### config.mk
export PLATFORM = sky130hd
export DESIGN_NAME = chip_test_sequencer
export DESIGN_NICKNAME = d
export VERILOG_FILES = /design/src/rtl/chip_seq_pkg.sv /design/src/rtl/chip_test_sequencer_button_debounce.sv /design/src/rtl/chip_test_sequencer.sv
export SDC_FILE = /design/constraint.sdc
export NUM_CORES = 1
export LEC_CHECK = 0
export BUFFER_PORTS_ARGS = -buffer_cell sky130_fd_sc_hd__buf_2
export CORE_MARGIN = 5
export CORE_UTILIZATION = 60
export DETAILED_ROUTE_END_ITERATION = 6
export GPL_ROUTABILITY_DRIVEN = 0
export PLACE_DENSITY = 0.93
export SYNTH_ARGS = -nofsm -noshare
export SYNTH_HDL_FRONTEND = slang
export SYNTH_SLANG_ARGS = --single-unit
### constraint.sdc
create_clock -name Clk -period 5.1 [get_ports Clk]
set_input_delay 0.51 -clock Clk [delete_from_list [all_inputs] [get_ports Clk]]
set_output_delay 0.51 -clock Clk [all_outputs]
set_load 0.01 [all_outputs]
### src/rtl/chip_seq_pkg.sv
// Shared constants for the chip test sequencer: state encoding, default
// parameter values and counter-width helpers.
package chip_seq_pkg;

    // Default configuration
    localparam int NUM_CHIPS_DEF      = 8;
    localparam int SEL_W_DEF          = 3;
    localparam int DB_CYCLES_DEF      = 50000;
    localparam int HOLD_CYCLES_DEF    = 25000000;
    localparam int TIMEOUT_CYCLES_DEF = 1000000;

    // Sequencer state enumeration, 3-bit encoding
    localparam logic [2:0] ST_IDLE    = 3'd0;
    localparam logic [2:0] ST_LAUNCH  = 3'd1;
    localparam logic [2:0] ST_WAIT    = 3'd2;
    localparam logic [2:0] ST_SHOW    = 3'd3;
    localparam logic [2:0] ST_RELEASE = 3'd4;

    // Bits needed to hold values 0..max (never less than one bit)
    function automatic int cnt_w(input int max);
        return (max < 1) ? 1 : $clog2(max + 1);
    endfunction

    localparam int DB_W_DEF      = cnt_w(DB_CYCLES_DEF);
    localparam int HOLD_W_DEF    = cnt_w(HOLD_CYCLES_DEF);
    localparam int TIMEOUT_W_DEF = cnt_w(TIMEOUT_CYCLES_DEF);

endpackage

### src/rtl/chip_test_sequencer_button_debounce.sv
// Start-button conditioner: two-flop synchroniser, stability counter and a
// one-cycle pulse on each rising edge of the debounced level.
module button_debounce
    import chip_seq_pkg::*;
#(
    parameter int DB_CYCLES = DB_CYCLES_DEF
) (
    input  logic Clk,
    input  logic Reset,
    input  logic btn,
    output logic press
);

    localparam int W = cnt_w(DB_CYCLES);

    logic         sync1, sync2;
    logic         level;
    logic [W-1:0] cnt;

    // Synchronise, then flip the debounced level only after DB_CYCLES
    // consecutive cycles at the new value; pulse on a low-to-high flip.
    always_ff @(posedge Clk) begin
        if (Reset) begin
            sync1 <= 1'b0;
            sync2 <= 1'b0;
            level <= 1'b0;
            cnt   <= '0;
            press <= 1'b0;
        end else begin
            sync1 <= btn;
            sync2 <= sync1;
            press <= 1'b0;
            if (sync2 == level) begin
                cnt <= '0;
            end else if (cnt == W'(DB_CYCLES - 1)) begin
                level <= sync2;
                cnt   <= '0;
                press <= sync2;
            end else begin
                cnt <= cnt + 1'b1;
            end
        end
    end

endmodule

### src/rtl/chip_test_sequencer.sv
// Chip test sequencer: launches the selected checker, qualifies its Done,
// latches Pass/Fail, holds them for display, then releases the checker.
// Optional watchdog on the Done wait is enabled with CHIP_SEQ_TIMEOUT_EN.
module chip_test_sequencer
    import chip_seq_pkg::*;
#(
    parameter int NUM_CHIPS      = NUM_CHIPS_DEF,
    parameter int SEL_W          = SEL_W_DEF,
    parameter int DB_CYCLES      = DB_CYCLES_DEF,
    parameter int HOLD_CYCLES    = HOLD_CYCLES_DEF,
    parameter int TIMEOUT_CYCLES = TIMEOUT_CYCLES_DEF
) (
    input  logic                 Clk,
    input  logic                 Reset,
    input  logic                 Start,
    input  logic [SEL_W-1:0]     Sel,
    input  logic [NUM_CHIPS-1:0] Done_in,
    input  logic [NUM_CHIPS-1:0] RSLT_in,
    output logic [NUM_CHIPS-1:0] Run_out,
    output logic                 DISP_RSLT,
    output logic                 Busy,
    output logic                 Pass,
    output logic                 Fail,
    output logic [SEL_W-1:0]     Cur_sel,
    output logic                 Timeout
);

    localparam int HOLD_W = cnt_w(HOLD_CYCLES);

    logic [2:0]        state;
    logic              press;
    logic              done_seen;
    logic [HOLD_W-1:0] hold_cnt;
    logic              done_sel, rslt_sel, latch_now;

    button_debounce #(.DB_CYCLES(DB_CYCLES)) u_db (
        .Clk   (Clk),
        .Reset (Reset),
        .btn   (Start),
        .press (press)
    );

    // Only the selected checker's handshake is ever looked at
    assign done_sel  = Done_in[Cur_sel];
    assign rslt_sel  = RSLT_in[Cur_sel];
    // Done must be high two cycles running; RSLT settles on the second
    assign latch_now = done_sel & done_seen;

`ifdef CHIP_SEQ_TIMEOUT_EN
    localparam int TO_W = cnt_w(TIMEOUT_CYCLES);
    logic [TO_W-1:0] wd_cnt;
    logic            timeout_q;
    assign Timeout = timeout_q;
`else
    assign Timeout = 1'b0;
`endif

    // Main sequencing FSM with result latch and hold counter
    always_ff @(posedge Clk) begin
        if (Reset) begin
            state     <= ST_IDLE;
            Cur_sel   <= '0;
            Pass      <= 1'b0;
            Fail      <= 1'b0;
            done_seen <= 1'b0;
            hold_cnt  <= '0;
`ifdef CHIP_SEQ_TIMEOUT_EN
            wd_cnt    <= '0;
            timeout_q <= 1'b0;
`endif
        end else begin
            case (state)
                ST_IDLE: begin
                    if (press && (32'(Sel) < NUM_CHIPS)) begin
                        Cur_sel <= Sel;
                        Pass    <= 1'b0;
                        Fail    <= 1'b0;
`ifdef CHIP_SEQ_TIMEOUT_EN
                        timeout_q <= 1'b0;
`endif
                        state   <= ST_LAUNCH;
                    end
                end
                ST_LAUNCH: begin
                    done_seen <= 1'b0;
                    hold_cnt  <= '0;
`ifdef CHIP_SEQ_TIMEOUT_EN
                    wd_cnt    <= '0;
`endif
                    state     <= ST_WAIT;
                end
                ST_WAIT: begin
                    done_seen <= done_sel;
                    if (latch_now) begin
                        Pass  <= rslt_sel;
                        Fail  <= ~rslt_sel;
                        state <= ST_SHOW;
                    end
`ifdef CHIP_SEQ_TIMEOUT_EN
                    // A genuine Done on the expiry cycle takes priority
                    else if (wd_cnt == TO_W'(TIMEOUT_CYCLES - 1)) begin
                        timeout_q <= 1'b1;
                        Pass      <= 1'b0;
                        Fail      <= 1'b1;
                        state     <= ST_SHOW;
                    end else begin
                        wd_cnt <= wd_cnt + 1'b1;
                    end
`endif
                end
                ST_SHOW: begin
                    if (hold_cnt == HOLD_W'(HOLD_CYCLES - 1))
                        state <= ST_RELEASE;
                    else
                        hold_cnt <= hold_cnt + 1'b1;
                end
                ST_RELEASE: begin
                    if (!done_sel)
                        state <= ST_IDLE;
                end
                default: state <= ST_IDLE;
            endcase
        end
    end

    // Run is a one-hot pulse for the single LAUNCH cycle
    always_comb begin
        Run_out = '0;
        if (state == ST_LAUNCH)
            Run_out[Cur_sel] = 1'b1;
    end

    assign Busy      = (state != ST_IDLE);
    assign DISP_RSLT = (state == ST_RELEASE);

endmodule

==> results of run 1 <==
[flip-flops by register name (all words and copies together) (netlist names)]
name / count
Fail: 1
u_db.press: 1
u_db.level: 1
Cur_sel: 3
hold_cnt: 25
u_db.sync1: 1
done_seen: 1
Pass: 1
state: 3
u_db.sync2: 1
u_db.cnt: 16
[metal layers]
metal  vias up  wire [µm]  track usage [%]
met4         0         61             6.53
met3         9        360             4.45
met5         -          0                0
met1      1114       2470             25.1
li1       1189          -                -
met2        86       2820             35.8
[synthesized netlist by cell type (8+ instances only)]
| cell type | count | area (µm²) |
|---|---|---|
| nand4_1 | 13 | 81.3 |
| a21oi_1 | 16 | 80.1 |
| o21ai_0 | 14 | 70.1 |
| nor3_1 | 8 | 40.0 |
| nand2_1 | 28 | 105 |
| nand3_1 | 18 | 90.1 |
| and2_1 | 10 | 62.6 |
| clkbuf_1 | 10 | 37.5 |
| or3_1 | 15 | 93.8 |
| xor2_1 | 15 | 131 |
| nor2_1 | 40 | 150 |
| dfxtp_1 | 54 | 1080 |
[layout make-up]
type	count	area [µm²]
clock buffers	5	68.8
inverters	1	3.75
flip-flops and latches	54	1080
multi-input cells	246	1560
well taps	52	65.1
fillers	327	1350
clock inverters	3	40.0
repair buffers	37	188
[per-stage QoR]
| stage | power [mW] | hold WS, ns | worst slack, ns |
|---|---|---|---|
| floorplan | 0.444 | 0.413 | 3.27 |
| global placement | 0.452 | 0.417 | 3.04 |
| detailed placement | 0.453 | 0.425 | 2.99 |
| CTS | 0.725 | 0.422 | 2.93 |
| global route | 0.751 | 0.448 | 2.69 |
| finish | 0.720 | 0.428 | 2.92 |
[path summary, 6_finish.rpt]
check | from | end | cells past startpoint
max reg2reg | hold_cnt[6]$_SDFFE_PP0P_ | hold_cnt[5]$_SDFFE_PP0P_ | 6
min reg2reg | u_db.sync1$_SDFF_PP0_ | u_db.sync2$_SDFF_PP0_ | 1
max | hold_cnt[6]$_SDFFE_PP0P_ | hold_cnt[5]$_SDFFE_PP0P_ | 6
min | Start | u_db.sync1$_SDFF_PP0_ | 2
[cells by family after synthesis]
kind of cell | count (synthesis) | synth area share [%]
DFF | 54 | 40.0
other | 1 | 0.139
AOI/OAI and AO/OA | 40 | 8.20
buffers and inverters | 15 | 2.36
muxes | 12 | 6.35
and+or+nand+nor | 170 | 35.2
xor gates and xnor gates | 21 | 6.81
adders and majority gates | 2 | 0.926
[power groups by stage]
stage	Sequential (mW)	Clock, mW	Combinational (mW)
final	0.423	0.278	0.0200
after global routing	0.423	0.305	0.0226
after CTS	0.423	0.282	0.0202
after detailed placement	0.433	0	0.0203
after global placement	0.433	0	0.0193
after floorplan	0.432	0	0.0111
==> out/results.ini, run 1 <==
[finish]
syn2layout_area_growth_pct=11.2
utilization_pct=69.0
antenna_cells=0
drive_gt1_share_pct=17.1
fin_nets=369
final_cell_mix=54 x dfxtp_1, 40 x nor2_1, 36 x buf_2
postLayoutCellArea_um2=3000
final_cells=398
layout_commonest_cell=dfxtp_1

[pwr]
power.internal_uw=576
p_seq_share_pct=58.7
combinationalPowerShare_pct=2.8
p_sw_uw=144
ir_drop_mv=0.155
p_clk_share_pct=38.5
swShare_pct=20.0
p_leak_nw=1.12
p_per_area_nw_per_um2=240

[critical_path]
crit_slowest_cell=nor3_1
path_max_fanout=12
crit_path_end_kind=flop
reg2reg_slack_ns=2.92
crit_buf_inv=1
crit_required_ns=5.33
worstSetupPathType=reg2reg
crit_chain=nor4b_2 -> nand2_1 -> nor3_1 -> buf_4 -> o21ai_0 -> a21oi_1
critPathLaunchType=flop
cp_slowest_stage_delay_ns=0.65
crit_family=simple AND/OR/NAND/NOR gates
crit_arrival_ns=2.42

[clock_network]
cts_resized=0
htreeDepth=2
cts_tree=yes
cts_root_buf=clkbuf_8
post_cts_buffers=0
clkSinkCount=54
clockBufferDepth=2
ctsHoldBuffers=0
cts_buffers=5
clk_latency_ns=0.30
clk_pin_slew_ns=0.09

[yosys]
synth_cells=315
synthFlopType=dfxtp_1
synthArstFlopShare_pct=0
ys.warnings.count=0
synth.cell_area_um2=2700
syn_area_per_cell_um2=8.58
postSynthNetCount=339
synth_enable_flop_cells=0
seq_area_frac_synth_pct=40.0
ys_types=46
ys_seq_elements=54

[placement]
dp_cells=390
dp_hpwl_mm=4.18
place_area_um2=2890
port_buffers=36

[detailed_routing]
drt_iter0_drc=119
antenna_left=0
dr.pass1.iters=5
drt-total-wl_mm=5.70
wl_per_cell_um=14.3
viasPerCell=6.03
drc=0
routed-via-count=2398

[sta]
finalSetupTns_ns=0
period_needed_ns=2.18
setup_viol=0
timing.final.crit_share_pct=42.8
report.final.slew_viol_count=0
finalHoldViolations=0
rsz0062_at_grt=no
worst_clock_skew_ns=0.00511
slew_headroom_pct=47.9
tightest_slew_ns=0.776
fmax_mhz=458

[grt]
antenna_found_initial=0
grt-ovfl-total=0
grt_use_total_pct=20.6
grt_max_degree=24
grt_pass1_wl_mm=10.5
grt_pass1_vias=2414

[floorplanning]
start_util_pct=62.0
die_width_um=77.1
die-area_um2=5940
io_pins=38
die_height_um=77.1
placementRows=24
core_um2=4350

[run]
max_cap_viol_count=0

[run_status]
outcome=completed

[min_path]
hold_path_class=in2reg

(Power assumes the default switching activity.)
==> inputs of run 2 (changes only) <==
--- a/config.mk
+++ b/config.mk
@@ -7,10 +7,10 @@
 export LEC_CHECK = 0
 export BUFFER_PORTS_ARGS = -buffer_cell sky130_fd_sc_hd__buf_2
 export CORE_MARGIN = 5
-export CORE_UTILIZATION = 60
+export CORE_UTILIZATION = 51
 export DETAILED_ROUTE_END_ITERATION = 6
 export GPL_ROUTABILITY_DRIVEN = 0
-export PLACE_DENSITY = 0.93
+export PLACE_DENSITY = 0.85
 export SYNTH_ARGS = -nofsm -noshare
 export SYNTH_HDL_FRONTEND = slang
 export SYNTH_SLANG_ARGS = --single-unit
==> constraint.sdc (replaced) <==
create_clock -name Clk -period 1.78 [get_ports Clk]
set_input_delay 0.178 -clock Clk [delete_from_list [all_inputs] [get_ports Clk]]
set_output_delay 0.178 -clock Clk [all_outputs]
set_load 0.01 [all_outputs]
==> run 2 against run 1 <==
Global-route usage down 0.77 points. Die area increased by 15%. Setup slack got worse by 2.9 ns. First-iteration DRC count grew 32%. Critical endpoint is now Run_out[0]. Sequential share of layout area down 3.1 points. Sequential power grew to 2.9 times the previous value. Largest power group unchanged. Critical path type is now reg2out.
==> out/results.ini, run 2 (synthesis gave the netlist of run 1 again) <==
[min_path]
hold_path_class=in2reg  ; unchanged
hold_start=Start  ; unchanged
worstHoldEndpoint=u_db.sync1$_SDFF_PP0_  ; unchanged
hold_depth=2  ; unchanged

[floorplanning]
die_width_um=82.8  ; was 77.1 µm
placementRows=26  ; was 24
io_pins=38  ; unchanged
die-area_um2=6850  ; was 5940 µm²
core_um2=5140  ; was 4350 µm²
start_util_pct=52.6  ; was 62.0%
die_height_um=82.8  ; was 77.1 µm

[finish]
largest_registers=hold_cnt (25), u_db.cnt (16)  ; unchanged
fillCellCount=407  ; was 327
final_cells=446  ; was 398
syn2layout_area_growth_pct=24.3  ; was 11.2%
top_register=hold_cnt  ; unchanged
layout_commonest_cell=dfxtp_1  ; unchanged
largest_register_ffs=25  ; unchanged
antenna_cells=0  ; unchanged
drive_gt1_share_pct=30.1  ; was 17.1%
final_cell_mix=42 x dfxtp_1, 38 x nor2_1, 36 x buf_2  ; was 54 x dfxtp_1, 40 x nor2_1, 36 x buf_2
fin_nets=399  ; was 369
utilization_pct=65.3  ; was 69.0%
postLayoutCellArea_um2=3360  ; was 3000 µm²

[placement]
port_buffers=36  ; unchanged
dp_cells=437  ; was 390
place_area_um2=3150  ; was 2890 µm²
dp_hpwl_mm=4.63  ; was 4.18 mm

[critical_path]
crit_arrival_ns=1.59  ; was 2.42 ns
rr_worst_depth=5  ; was 6
crit_family=simple AND/OR/NAND/NOR gates  ; unchanged
r2r_end=Fail$_SDFFE_PP0P_  ; was hold_cnt[5]$_SDFFE_PP0P_
crit_slowest_cell=or3_4  ; was nor3_1
crit_chain=nand2b_4 -> buf_6 -> or3_4 -> nor3_2 -> buf_2  ; was nor4b_2 -> nand2_1 -> nor3_1 -> buf_4 -> o21ai_0 -> a21oi_1
worstSetupPathType=reg2out  ; was reg2reg
crit_path_end_kind=output pin  ; was flop
crit_required_ns=1.60  ; was 5.33 ns
cp_slowest_stage_delay_ns=0.39  ; was 0.65 ns
path_max_fanout=4  ; was 12
reg2reg_slack_ns=0.10  ; was 2.92 ns
critPathLaunchType=flop  ; unchanged
rr_startpoint=Cur_sel[1]$_SDFFE_PP0P_  ; was hold_cnt[6]$_SDFFE_PP0P_
crit_buf_inv=2  ; was 1

[sta]
slew_headroom_pct=64.1  ; was 47.9%
report.final.slew_viol_count=0  ; unchanged
setup_viol=0  ; unchanged
rsz0062_at_grt=yes  ; was no
finalHoldViolations=0  ; unchanged
tightest_slew_ns=0.536  ; was 0.776 ns
fmax_mhz=566
period_needed_ns=1.77
worst_clock_skew_ns=0.00834  ; was 0.00511 ns
timing.final.crit_share_pct=99.2

[pwr]
ir_drop_mv=0.542  ; was 0.155 mV
p_leak_nw=1.32  ; was 1.12 nW
total_power_mw=2.00  ; was 720 µW
p_per_area_nw_per_um2=596  ; was 240 nW/µm²

[grt]
grt-ovfl-total=0  ; unchanged
grt_pass1_wl_mm=10.5  ; about the same
antenna_found_initial=0  ; unchanged
grt_max_degree=20  ; was 24
grt_pass1_vias=2411  ; was 2414
grt_use_total_pct=19.8  ; was 20.6%

[detailed_routing]
wl_per_cell_um=14.6  ; was 14.3 µm
drc=0  ; unchanged
dr.pass1.iters=4  ; was 5
drt-total-wl_mm=6.52  ; was 5.70 mm
drt_iter0_drc=157  ; was 119
routed-via-count=2548  ; was 2398
antenna_left=0  ; unchanged
viasPerCell=5.71  ; was 6.03

[clock_network]
htreeDepth=2  ; unchanged
clkSinkCount=54  ; unchanged
cts_tree=yes  ; unchanged
clk_pin_slew_ns=0.10  ; was 0.09 ns
cts_root_buf=clkbuf_8  ; unchanged
clk_latency_ns=0.31  ; was 0.30 ns
cts_buffers=5  ; unchanged
clockBufferDepth=2  ; unchanged

[run_status]
outcome=completed  ; unchanged

[run]
max_cap_viol_count=0  ; unchanged

[run 2: cell count changes in the layout (fill, tap and decap cells not counted), moves of 3 or more]
cell,before,now
buf_4,1,29
dfxtp_1,54,42
dfxtp_2,0,9
inv_6,0,3
dfxtp_4,0,3
[run 2: worst max-delay path by stage]
| stage | to | slack, ns | startpoint | cells past startpoint |
|---|---|---|---|---|
| 6_report | Run_out[0] | 0.01 | state[2]$_SDFFE_PP0P_ | 5 |
| 5_1_grt | hold_cnt[20]$_SDFFE_PP0P_ | -0.04 | hold_cnt[0]$_SDFFE_PP0P_ | 7 |
| 4_1_cts | hold_cnt[19]$_SDFFE_PP0P_ | 0.0004 | hold_cnt[8]$_SDFFE_PP0P_ | 6 |
| 3_5_place_dp | hold_cnt[22]$_SDFFE_PP0P_ | -0.05 | hold_cnt[1]$_SDFFE_PP0P_ | 6 |
| 3_3_place_gp | hold_cnt[22]$_SDFFE_PP0P_ | 0.008 | hold_cnt[1]$_SDFFE_PP0P_ | 6 |
| 2_1_floorplan | Fail$_SDFFE_PP0P_ | 0.005 | Cur_sel[1]$_SDFFE_PP0P_ | 6 |
[run 2: where the power goes]
group | leakage (nW) | switching [mW] | total [mW] | internal (mW)
Combinational | 0.827 | 0.0331 | 0.0658 | 0.0327
Sequential | 0.442 | 0.00173 | 1.21 | 1.21
Clock | 0.0495 | 0.436 | 0.729 | 0.293
Total | 1.32 | 0.471 | 2.00 | 1.53
[run 2: layout make-up]
| class | instances | area [µm²] | area share (%) |
|---|---|---|---|
| clock buffer | 5 | 68.8 | 2.05 |
| multi-input combinational | 246 | 1640 | 48.8 |
| tap | 70 | 87.6 | 2.61 |
| inverter | 1 | 3.75 | 0.112 |
| timing repair buffer | 67 | 429 | 12.8 |
| clock inverter | 3 | 26.3 | 0.783 |
| sequential | 54 | 1100 | 32.9 |
[run 2: what timing repair did]
| action | 4_1_cts | 5_1_grt |
|---|---|---|
| pin swaps | 1 | 8 |
| hold buffers | 0 | 0 |
| resized for setup | 6 | 25 |
| buffers inserted | 0 | 1 |
| setup endpoints to repair | 6 | 24 |
[run 2: per-stage QoR]
stage                     setup slack (ns)  setup TNS, ns  hold WS (ns)
final                               0.0144              0        0.0787
after global routing               -0.0419         -0.134        0.0783
after global placement             0.00833              0         0.392
after CTS                         0.000357              0        0.0695
after detailed placement           -0.0463        -0.0648         0.408
after floorplan                    0.00538              0         0.306
[run 2: per-layer routing]
layer | GRT usage (%) | up-vias | wire, µm
met2 | 34.9 | 90 | 3240
met4 | 7.52 | 0 | 135
met1 | 23.1 | 1193 | 2830
met3 | 4.86 | 13 | 323
li1 | - | 1252 | -
met5 | 0 | - | 0
